<file path="src/rtl/shift_add_mult.sv">
// Sequential radix-2 shift-add unsigned multiplier, one partial product per clock.
// Result saturates to all-ones when the full product does not fit in DataWidth bits.
module shift_add_mult #(
  parameter  int DataWidth = 8,
  localparam int CntWidth  = $clog2(DataWidth + 1)
) (
  input  logic                 clk_i,
  input  logic                 rst_i,
  input  logic                 start_i,
  input  logic [DataWidth-1:0] mult_a_i,
  input  logic [DataWidth-1:0] mult_b_i,
  output logic [DataWidth-1:0] value_o,
  output logic                 overflow_o,
  output logic                 done_o,
  output logic                 valid_o,
  output logic                 busy_o
);

  localparam logic [1:0] S_IDLE = 2'd0;
  localparam logic [1:0] S_CALC = 2'd1;
  localparam logic [1:0] S_DONE = 2'd2;

  logic [1:0]             state_q, state_d;
  logic [2*DataWidth-1:0] a_q, a_d;
  logic [2*DataWidth-1:0] acc_q, acc_d;
  logic [DataWidth-1:0]   b_q, b_d;
  logic [CntWidth-1:0]    cnt_q, cnt_d;
  logic [DataWidth-1:0]   value_q, value_d;
  logic                   ovf_q, ovf_d;
  logic                   done_q, done_d;
  logic                   valid_q, valid_d;
  logic                   acc_ovf;

  assign acc_ovf = |acc_q[2*DataWidth-1:DataWidth];

  always_comb begin
    state_d = state_q;
    a_d     = a_q;
    b_d     = b_q;
    acc_d   = acc_q;
    cnt_d   = cnt_q;
    value_d = value_q;
    ovf_d   = ovf_q;
    done_d  = 1'b0;
    valid_d = valid_q;
    case (state_q)
      S_IDLE: begin
        if (start_i) begin
          state_d = S_CALC;
          a_d     = {{DataWidth{1'b0}}, mult_a_i};
          b_d     = mult_b_i;
          acc_d   = '0;
          cnt_d   = '0;
          valid_d = 1'b0;
        end
      end
      S_CALC: begin
        // Fixed DataWidth steps regardless of b so latency never depends on data.
        if (b_q[0]) acc_d = acc_q + a_q;
        a_d   = a_q << 1;
        b_d   = b_q >> 1;
        cnt_d = cnt_q + 1'b1;
        if (cnt_q == CntWidth'(DataWidth - 1)) state_d = S_DONE;
      end
      S_DONE: begin
        state_d = S_IDLE;
        done_d  = 1'b1;
        ovf_d   = acc_ovf;
        value_d = acc_ovf ? {DataWidth{1'b1}} : acc_q[DataWidth-1:0];
        valid_d = 1'b1;
      end
      default: state_d = S_IDLE;
    endcase
  end

  always_ff @(posedge clk_i) begin
    if (rst_i) begin
      state_q <= S_IDLE;
      a_q     <= '0;
      b_q     <= '0;
      acc_q   <= '0;
      cnt_q   <= '0;
      value_q <= '0;
      ovf_q   <= 1'b0;
      done_q  <= 1'b0;
      valid_q <= 1'b0;
    end else begin
      state_q <= state_d;
      a_q     <= a_d;
      b_q     <= b_d;
      acc_q   <= acc_d;
      cnt_q   <= cnt_d;
      value_q <= value_d;
      ovf_q   <= ovf_d;
      done_q  <= done_d;
      valid_q <= valid_d;
    end
  end

  assign value_o    = value_q;
  assign overflow_o = ovf_q;
  assign done_o     = done_q;
  assign valid_o    = valid_q;
  assign busy_o     = (state_q != S_IDLE);

endmodule

</file>
<file path="config.mk">
export PLATFORM = sky130hd
export DESIGN_NAME = shift_add_mult
export DESIGN_NICKNAME = d
export VERILOG_FILES = /design/src/rtl/shift_add_mult.sv
export SDC_FILE = /design/constraint.sdc
export NUM_CORES = 1
export LEC_CHECK = 0
export CAP_MARGIN = 20
export CORE_AREA = 5 5 91 93
export DETAILED_ROUTE_END_ITERATION = 6
export DIE_AREA = 0 0 96 98
export HOLD_SLACK_MARGIN = 0.05
export PLACE_DENSITY = 0.7
export SLEW_MARGIN = 20
export SYNTH_ARGS = -nofsm -noshare
export SYNTH_HDL_FRONTEND = slang
export SYNTH_SLANG_ARGS = --single-unit
export TNS_END_PERCENT = 10
</file>
<file path="constraint.sdc">
create_clock -name clk_i -period 3.47 [get_ports clk_i]
set_input_delay 0.347 -clock clk_i [delete_from_list [all_inputs] [get_ports clk_i]]
set_output_delay 0.347 -clock clk_i [all_outputs]
set_load 0.01 [all_outputs]
</file>
==> flow_metrics.env, run 1 <==
export IMPL_cts_setup_buffers=0
export IMPL_netlist_area_um2=2840
export IMPL_final_common_cell="nor2_1"
export IMPL_cts_tree="built"
export IMPL_critPathKind="flop to flop"
export IMPL_worst_r2r_path_depth=10
export IMPL_drt_iter0_drc=106
export IMPL_fp_row_count=32
export IMPL_avgViaCountPerCell=5.15
export IMPL_synth_main_ff_cell="dfxtp_1"
export IMPL_ys_warn_count=0
export IMPL_grt_usage_pct=15.0
export IMPL_min_path_cells=2
export IMPL_io_pins=31
export IMPL_clk_path_buf_depth=2
export IMPL_layout_common_cells="62 x nor2_1, 57 x dfxtp_1, 37 x a21oi_1, 29 x clkdlybuf4s50_1, 24 x nand2_1"
export IMPL_reg2reg_to="acc_q[12]"
export IMPL_synth_edf_count=0
export IMPL_fin_crit_sh_pct=67.8
export IMPL_crit_family="compound AO/OA/AOI/OAI gates"
export IMPL_antenna_found_initial=0
export IMPL_coreArea_um2=7450
export IMPL_rrSetupSlack_ps=1120
export IMPL_portBuffers=30
export IMPL_drt_pass1_iterations=4
export IMPL_setup_viol=0
export IMPL_synth_seq_cells=57
export IMPL_worst_pin_slew_ps=876
export IMPL_die_y_um=98
export IMPL_dp_slack_ps=1150
export IMPL_setup_tns_ps=0
export IMPL_cpMaxStageDelayCell="fa_1"
export IMPL_cts_made_buffers=9
export IMPL_grt_remaining_overflow=0
export IMPL_holdCritPathClass="flop to flop"
export IMPL_cp_startpoint="a_q[0]"
export IMPL_ir_worst_vdd_mv=0.188
export IMPL_arrival_ps=2590
export IMPL_async_reset_ff_share_pct=0
export IMPL_drive_gt1_share_pct=8.70
export IMPL_path_clk_slew_ps=70
export IMPL_nFillCells=762
export IMPL_min_to="b_q[3]"
export IMPL_drt_total_wl_um=6270
export IMPL_syn_to_final_growth_pct=18.8
export IMPL_regArea_um2=1140
export IMPL_grt_max_degree=49
export IMPL_synth_cells=335
export IMPL_clock_skew_ps=6.94
export IMPL_ant_nets=0
export IMPL_cts_max_level=3
export IMPL_postSynthAreaPerCell_um2=8.48
export IMPL_timing_final_hold_violations=0
export IMPL_die_w_um=96
export IMPL_grt_pass1_vias=2454
export IMPL_slowest_delay_ps=420
export IMPL_seq_area_frac_synth_pct=40.2
export IMPL_floorplan_initialDensity_pct=38.1
export IMPL_cts_root_buf="clkbuf_8"
export IMPL_hpwl_um=4530
export IMPL_clk_latency_ps=340
export IMPL_cap_violations=0
export IMPL_cts_repair_resized=0
export IMPL_path_cells="ha_1 -> inv_1 -> fa_1 -> nor2b_4 -> o21a_1 -> o21ai_2 -> a211o_2 -> a31oi_1 -> o21ai_0 -> a32o_1"
export IMPL_crit_required_ps=3700
export IMPL_ys_types=50
export IMPL_multiInputGateArea_um2=1610
export IMPL_grt_pass1_wl_um=11100
export IMPL_place_congestion=0.892
export IMPL_slew_viol_final=0
export IMPL_relSlewSlack_pct=41.6
export IMPL_postCtsHoldBufs=0
export IMPL_critical_path_buf_inv_count=1
export IMPL_syn_nets=371
export IMPL_min_from="b_q[3]"
export IMPL_diodes=0
export IMPL_fmax_mhz=425
export IMPL_wire_per_inst_um=13.3
export IMPL_vias=2420
export IMPL_worst_setup_path_start_kind="flop"
export IMPL_setup_ws_ps=1120
export IMPL_timing_rr_start="a_q[0]"
export IMPL_endpoint_kind="flop"
export IMPL_worstPathMaxFanout=4
export IMPL_period_minus_slack_ps=2350
export IMPL_p_per_area_nw_per_um2=403
export IMPL_drc=0
export IMPL_die_area_um2=9410
export IMPL_nets=399
export IMPL_p_leak_uw=0.00139
export IMPL_clkSinkCount=57
export IMPL_outcome="finished, final reports clean"
export IMPL_rsz0062_at_grt="false"
==> power breakdown <==
group	switching [µW]	internal [µW]
clock network	267	253
logic	82.9	62.3
registers	17.7	675
total	368	991
==> per-stage QoR <==
step / power [µW] / hold WS, ps / std cells / util [%] / area, µm²
final: 1360 / 471 / 470 / 45.3 / 3370
after global placement: 852 / 446 / 454 / 43.1 / 3210
after floorplan: 807 / 436 / 335 / - / 2840
after detailed placement: 854 / 465 / 454 / 43.1 / 3210
after global routing: 1430 / 506 / 470 / 45.3 / 3370
after CTS: 1380 / 477 / 470 / 45.3 / 3370
==> logic make-up after synthesis <==
logic type      share of synthesized area [%]
buf+inv                                  3.26
xor+xnor                                 3.39
flops                                    40.2
fa+ha+maj                                7.75
simple gates                             25.4
compound gates                           19.6
mux                                     0.396
==> worst max path at each step <==
stage / to / slack [ps] / cells past startpoint
detailed placement: acc_q[12] / 1150 / 10
CTS: acc_q[12] / 1120 / 10
global route: acc_q[12] / 920 / 10
floorplan: acc_q[12] / 1270 / 10
finish: acc_q[12] / 1120 / 10
global placement: acc_q[12] / 1200 / 10
==> registers in the layout, indices dropped and copies added (netlist names) <==
| name | cells |
|---|---|
| cnt_q | 4 |
| acc_q | 16 |
| done_o | 1 |
| a_q | 16 |
| state_q | 2 |
| b_q | 8 |
| value_o | 8 |
| valid_o | 1 |
| overflow_o | 1 |
==> final cells by class <==
type,instances,share of cell area (%)
inverters,5,0.556
repair buffers,33,9.42
clock inverters,6,1.04
flip-flops and latches,57,33.8
multi-input cells,257,47.6
clock buffers,10,3.78
well taps,102,3.78
==> cells in the mapped netlist (all sizes together), types with 6 or more instances <==
| library cell | number | area [µm²] |
|---|---|---|
| clkbuf | 12 | 45.0 |
| o21ai | 6 | 33.8 |
| xor2 | 6 | 52.6 |
| nand3 | 12 | 60.1 |
| dfxtp | 57 | 1140 |
| nand2 | 24 | 90.1 |
| a22oi | 9 | 67.6 |
| a21o | 7 | 52.6 |
| a21oi | 37 | 185 |
| ha | 16 | 200 |
| a22o | 8 | 70.1 |
| nor2 | 63 | 244 |
| nor3 | 10 | 61.3 |
| nor4 | 11 | 68.8 |
==> worst reg2reg max path: stages, from the launching register on <==
cell and delay (ps):
dfxtp_1 390, ha_1 190, inv_1 60, fa_1 420
nor2b_4 130, o21a_1 150, o21ai_2 70, a211o_2 300
a31oi_1 190, o21ai_0 100, a32o_1 260
==> per-layer routing <==
metal | vias to the layer above | part of all wire [%] | track usage, %
met5 | - | 0 | 0
met4 | 0 | 1.8 | 6.46
met3 | 10 | 5.1 | 4.16
met2 | 56 | 48 | 24.3
met1 | 1092 | 45 | 18.3
li1 | 1262 | - | -
No activity file was read; power rests on OpenSTA's default activity.
==> run 2, diff against run 1 <==
==> constraint.sdc (replaced) <==
create_clock -name clk_i -period 2.18 [get_ports clk_i]
set_input_delay 0.218 -clock clk_i [delete_from_list [all_inputs] [get_ports clk_i]]
set_output_delay 0.218 -clock clk_i [all_outputs]
set_load 0.01 [all_outputs]
==> flow_metrics.env, run 2 (same netlist as run 1, synthesis figures left out) <==
export IMPL_ir_worst_vdd_mv=0.355
export IMPL_grt_usage_pct=14.9
export IMPL_nets=408
export IMPL_grt_pass1_wl_um=11000
export IMPL_die_y_um=98
export IMPL_place_congestion=0.888
export IMPL_setup_tns_ps=-4.94
export IMPL_final_common_cell="nor2_1"
export IMPL_cts_max_level=3
export IMPL_rrSetupSlack_ps=-5
export IMPL_cts_setup_buffers=0
export IMPL_worst_setup_path_start_kind="flop"
export IMPL_slew_viol_final=0
export IMPL_holdCritPathClass="primary input to flop"
export IMPL_syn_to_final_growth_pct=21.9
export IMPL_p_per_area_nw_per_um2=633
export IMPL_worstPathMaxFanout=2
export IMPL_drc=0
export IMPL_violations="negative setup slack"
export IMPL_relSlewSlack_pct=63.4
export IMPL_drive_gt1_share_pct=12.0
export IMPL_arrival_ps=2410
export IMPL_ant_nets=0
export IMPL_p_leak_uw=0.00144
export IMPL_clkSinkCount=57
export IMPL_die_area_um2=9410
export IMPL_io_pins=31
export IMPL_clk_latency_ps=340
export IMPL_timing_final_hold_violations=0
export IMPL_grt_max_degree=27
export IMPL_worst_pin_slew_ps=547
export IMPL_drt_total_wl_um=6400
export IMPL_antenna_found_initial=0
export IMPL_grt_remaining_overflow=0
export IMPL_setup_viol=1
export IMPL_drt_pass1_iterations=4
export IMPL_top_regs="a_q: 16 flops, acc_q: 16 flops"
export IMPL_fp_row_count=32
export IMPL_die_w_um=96
export IMPL_nFillCells=748
export IMPL_diodes=0
export IMPL_grt_pass1_vias=2402
export IMPL_avgViaCountPerCell=5.24
export IMPL_layout_common_cells="62 x nor2_1, 55 x dfxtp_1, 37 x a21oi_1, 29 x clkdlybuf4s50_1, 24 x nand2_1"
export IMPL_cap_violations=0
export IMPL_outcome="finished with violations"
export IMPL_fmax_mhz=458
export IMPL_path_clk_slew_ps=70
export IMPL_floorplan_initialDensity_pct=38.1
export IMPL_critPathKind="flop to flop"
export IMPL_cts_made_buffers=9
export IMPL_hpwl_um=4790
export IMPL_placed_cell_area_um2=3280
export IMPL_cp_startpoint="a_q[0]"
export IMPL_cts_root_buf="clkbuf_8"
export IMPL_dp_slack_ps=-42.0
export IMPL_cp_endpoint="acc_q[12]"
export IMPL_fin_area_um2=3460
export IMPL_fin_util_pct=46.5
export IMPL_clk_path_buf_depth=2
export IMPL_setup_ws_ps=-4.94
export IMPL_coreArea_um2=7450
export IMPL_drt_iter0_drc=106
export IMPL_portBuffers=30
export IMPL_reg2reg_to="acc_q[12]"
export IMPL_timing_rr_start="a_q[0]"
export IMPL_period_minus_slack_ps=2180
export IMPL_worst_r2r_path_depth=10
export IMPL_vias=2504
export IMPL_endpoint_kind="flop"
export IMPL_wire_per_inst_um=13.4
export IMPL_postCtsHoldBufs=0
export IMPL_rsz0062_at_grt="true"
export IMPL_fin_crit_sh_pct=100
export IMPL_cts_tree="built"
export IMPL_crit_required_ps=2400
export IMPL_clock_skew_ps=11.0
## run 2: cell types whose count changed in the layout (fill, tap and decap cells not counted), moves of 2 or more
cell,delta
buf_4,+9
clkinv_2,-2
dfxtp_1,-2
dfxtp_2,+2
## run 2: worst min path at each step
stage	startpoint	endpoint	slack, ps	depth (start not counted)
floorplan	mult_b_i[7]	b_q[7]	350	2
global placement	b_q[4]	b_q[4]	440	2
detailed placement	b_q[4]	b_q[4]	450	2
CTS	rst_i	cnt_q[0]	320	2
global route	rst_i	cnt_q[3]	350	2
finish	rst_i	cnt_q[2]	330	2
## run 2: what timing repair did
item,in CTS,in global routing
pin swaps,1,1
gates resized for setup,0,5
endpoints found under the setup margin,1,2
## run 2: cell type report
type / instances / area, µm² / area share, %
inverter: 5 / 18.8 / 0.542
tap: 102 / 128 / 3.69
timing repair buffer: 42 / 385 / 11.1
clock inverter: 3 / 17.5 / 0.506
clock buffer: 12 / 145 / 4.19
sequential: 57 / 1140 / 33.0
multi-input combinational: 257 / 1620 / 46.9
## run 2: power breakdown
group / internal (µW) / switching (µW)
Sequential: 1080 / 25.5
Clock: 433 / 404
Combinational: 110 / 142
Total: 1620 / 571
## run 2: routing by layer
metal | track usage, % | share of wire [%]
met1 | 19.1 | 47
met2 | 22.8 | 47
met3 | 5.16 | 4.6
met4 | 5.69 | 1.8
met5 | 0 | 0
## run 2: worst max-delay path, stage by stage, from the launching register on
cell,delay (ps)
dfxtp_2,330
ha_2,170
inv_1,50
fa_2,360
nor2b_4,120
o21a_1,140
o21ai_2,60
a211o_2,310
a31oi_2,140
o21ai_0,100
a32o_1,270
## run 2: through the flow
step / instances / total power [µW] / hold slack (ps)
floorplan: 335 / 1280 / 354
global placement: 463 / 1370 / 444
detailed placement: 463 / 1380 / 447
CTS: 478 / 2210 / 322
global route: 478 / 2290 / 347
finish: 478 / 2190 / 327
==> run 3, diff against run 2 <==
==> constraint.sdc (replaced) <==
create_clock -name clk_i -period 2.05 [get_ports clk_i]
set_input_delay 0.205 -clock clk_i [delete_from_list [all_inputs] [get_ports clk_i]]
set_output_delay 0.205 -clock clk_i [all_outputs]
set_load 0.01 [all_outputs]
==> flow_metrics.env, run 3 (same netlist as run 1, synthesis figures left out) <==
export IMPL_floorplan_initialDensity_pct=38.1
export IMPL_worst_setup_path_start_kind="flop"
export IMPL_syn_to_final_growth_pct=26.3
export IMPL_io_pins=31
export IMPL_holdCritPathClass="primary input to flop"
export IMPL_slowest_delay_ps=360
export IMPL_grt_pass1_vias=2534
export IMPL_path_clk_slew_ps=70
export IMPL_worst_pin_slew_ps=533
export IMPL_cts_tree="built"
export IMPL_hpwl_um=4770
export IMPL_placedCellCount=471
export IMPL_grt_remaining_overflow=0
export IMPL_postCtsHoldBufs=0
export IMPL_die_w_um=96
export IMPL_drc=0
export IMPL_diodes=0
export IMPL_fmax_mhz=462
export IMPL_wire_per_inst_um=13.5
export IMPL_drt_pass1_iterations=4
export IMPL_portBuffers=30
export IMPL_clock_skew_ps=6.68
export IMPL_cts_made_buffers=9
export IMPL_grt_max_degree=36
export IMPL_ir_worst_vdd_mv=0.361
export IMPL_avgViaCountPerCell=5.18
export IMPL_cts_max_level=3
export IMPL_drt_iter0_drc=122
export IMPL_worstPathMaxFanout=2
export IMPL_clk_latency_ps=340
export IMPL_period_minus_slack_ps=2170
export IMPL_grt_usage_pct=15.5
export IMPL_rrSetupSlack_ps=-120
export IMPL_worst_r2r_path_depth=10
export IMPL_final_common_cell="nor2_1"
export IMPL_top_regs="a_q: 16 flops, acc_q: 16 flops"
export IMPL_critPathKind="flop to flop"
export IMPL_setup_ws_ps=-116
export IMPL_rsz0062_at_grt="true"
export IMPL_reg2reg_to="acc_q[12]"
export IMPL_vias=2531
export IMPL_slew_viol_final=0
export IMPL_p_leak_uw=0.00150
export IMPL_layout_common_cells="61 x nor2_1, 55 x dfxtp_1, 35 x a21oi_1, 29 x clkdlybuf4s50_1, 24 x nand2_1"
export IMPL_dp_slack_ps=-126
export IMPL_grt_pass1_wl_um=11400
export IMPL_outcome="finished with violations"
export IMPL_timing_rr_start="acc_q[0]"
export IMPL_nets=418
export IMPL_top_layer="met4"
export IMPL_antenna_found_initial=0
export IMPL_fp_row_count=32
export IMPL_cts_root_buf="clkbuf_8"
export IMPL_wl_met2_um=3040
export IMPL_cp_startpoint="acc_q[0]"
export IMPL_clkSinkCount=57
export IMPL_cp_endpoint="acc_q[12]"
export IMPL_die_y_um=98
export IMPL_die_area_um2=9410
export IMPL_clk_path_buf_depth=2
export IMPL_drive_gt1_share_pct=15.8
export IMPL_violations="negative setup slack"
export IMPL_ant_nets=0
export IMPL_coreArea_um2=7450
export IMPL_relSlewSlack_pct=64.3
export IMPL_fin_crit_sh_pct=106
export IMPL_timing_final_hold_violations=0
export IMPL_met1_length_um=3040
export IMPL_arrival_ps=2400
export IMPL_drt_total_wl_um=6590
export IMPL_cp_depth=10
export IMPL_endpoint_kind="flop"
export IMPL_path_cells="ha_4 -> inv_2 -> fa_2 -> nor2b_4 -> o21a_1 -> o21ai_2 -> a211o_2 -> a31oi_1 -> o21ai_1 -> a32o_1"
export IMPL_critical_path_buf_inv_count=1
export IMPL_instances_no_fill=489
export IMPL_cap_violations=0
export IMPL_p_per_area_nw_per_um2=661
export IMPL_cpMaxStageDelayCell="fa_2"
export IMPL_setup_viol=1
export IMPL_crit_family="compound AO/OA/AOI/OAI gates"
export IMPL_place_congestion=0.901
export IMPL_wl_met3_um=317
export IMPL_crit_required_ps=2280
-- run 3: timing repair --
item / in CTS / in global routing
pin swaps: 3 / 1
setup endpoints to repair: 4 / 8
setup buffers: 2 / 0
gates resized for setup: 2 / 5
-- run 3: through the flow --
stage	util [%]	total power [µW]	cell area (µm²)	TNS (ps)	hold slack, ps
2_1_floorplan	-	1370	2860	-33.2	341
3_3_place_gp	45.4	1490	3380	-97.4	444
3_5_place_dp	45.4	1490	3380	-244	451
4_1_cts	48.0	2400	3570	-109	244
5_1_grt	48.2	2490	3590	-250	252
6_report	48.2	2370	3590	-116	249
-- run 3: worst min-delay path by stage --
stage	from	end	slack (ps)	depth (start not counted)
global placement	b_q[4]	b_q[4]	440	2
CTS	rst_i	a_q[9]	240	2
finish	rst_i	valid_o	250	2
floorplan	mult_b_i[7]	b_q[7]	340	2
global route	rst_i	valid_o	250	2
detailed placement	b_q[5]	b_q[5]	450	2
-- run 3: final cells by class --
type	instances	area, µm²
clock buffers	10	128
repair buffers	52	485
fillers	756	3860
clock inverters	6	43.8
flip-flops and latches	57	1140
multi-input cells	257	1640
inverters	5	18.8
well taps	102	128
-- run 3: routing by layer --
| layer | global-route usage (%) | vias up |
|---|---|---|
| met5 | 0 | - |
| met2 | 24.2 | 50 |
| met4 | 8.32 | 0 |
| li1 | - | 1290 |
| met3 | 3.24 | 13 |
| met1 | 19.7 | 1178 |
-- run 3: worst reg2reg max path: stages (launching register included) --
cell and delay, ps:
dfxtp_2 350, ha_4 140, inv_2 40, fa_2 360, nor2b_4 120, o21a_1 140
o21ai_2 70, a211o_2 300, a31oi_1 210, o21ai_1 80, a32o_1 260
-- run 3: power by group --
part           switching, µW  internal [µW]  leakage, µW
clock network            463            439    0.0000749
registers               28.5           1140     0.000464
logic                    157            140     0.000957
total                    649           1720      0.00150
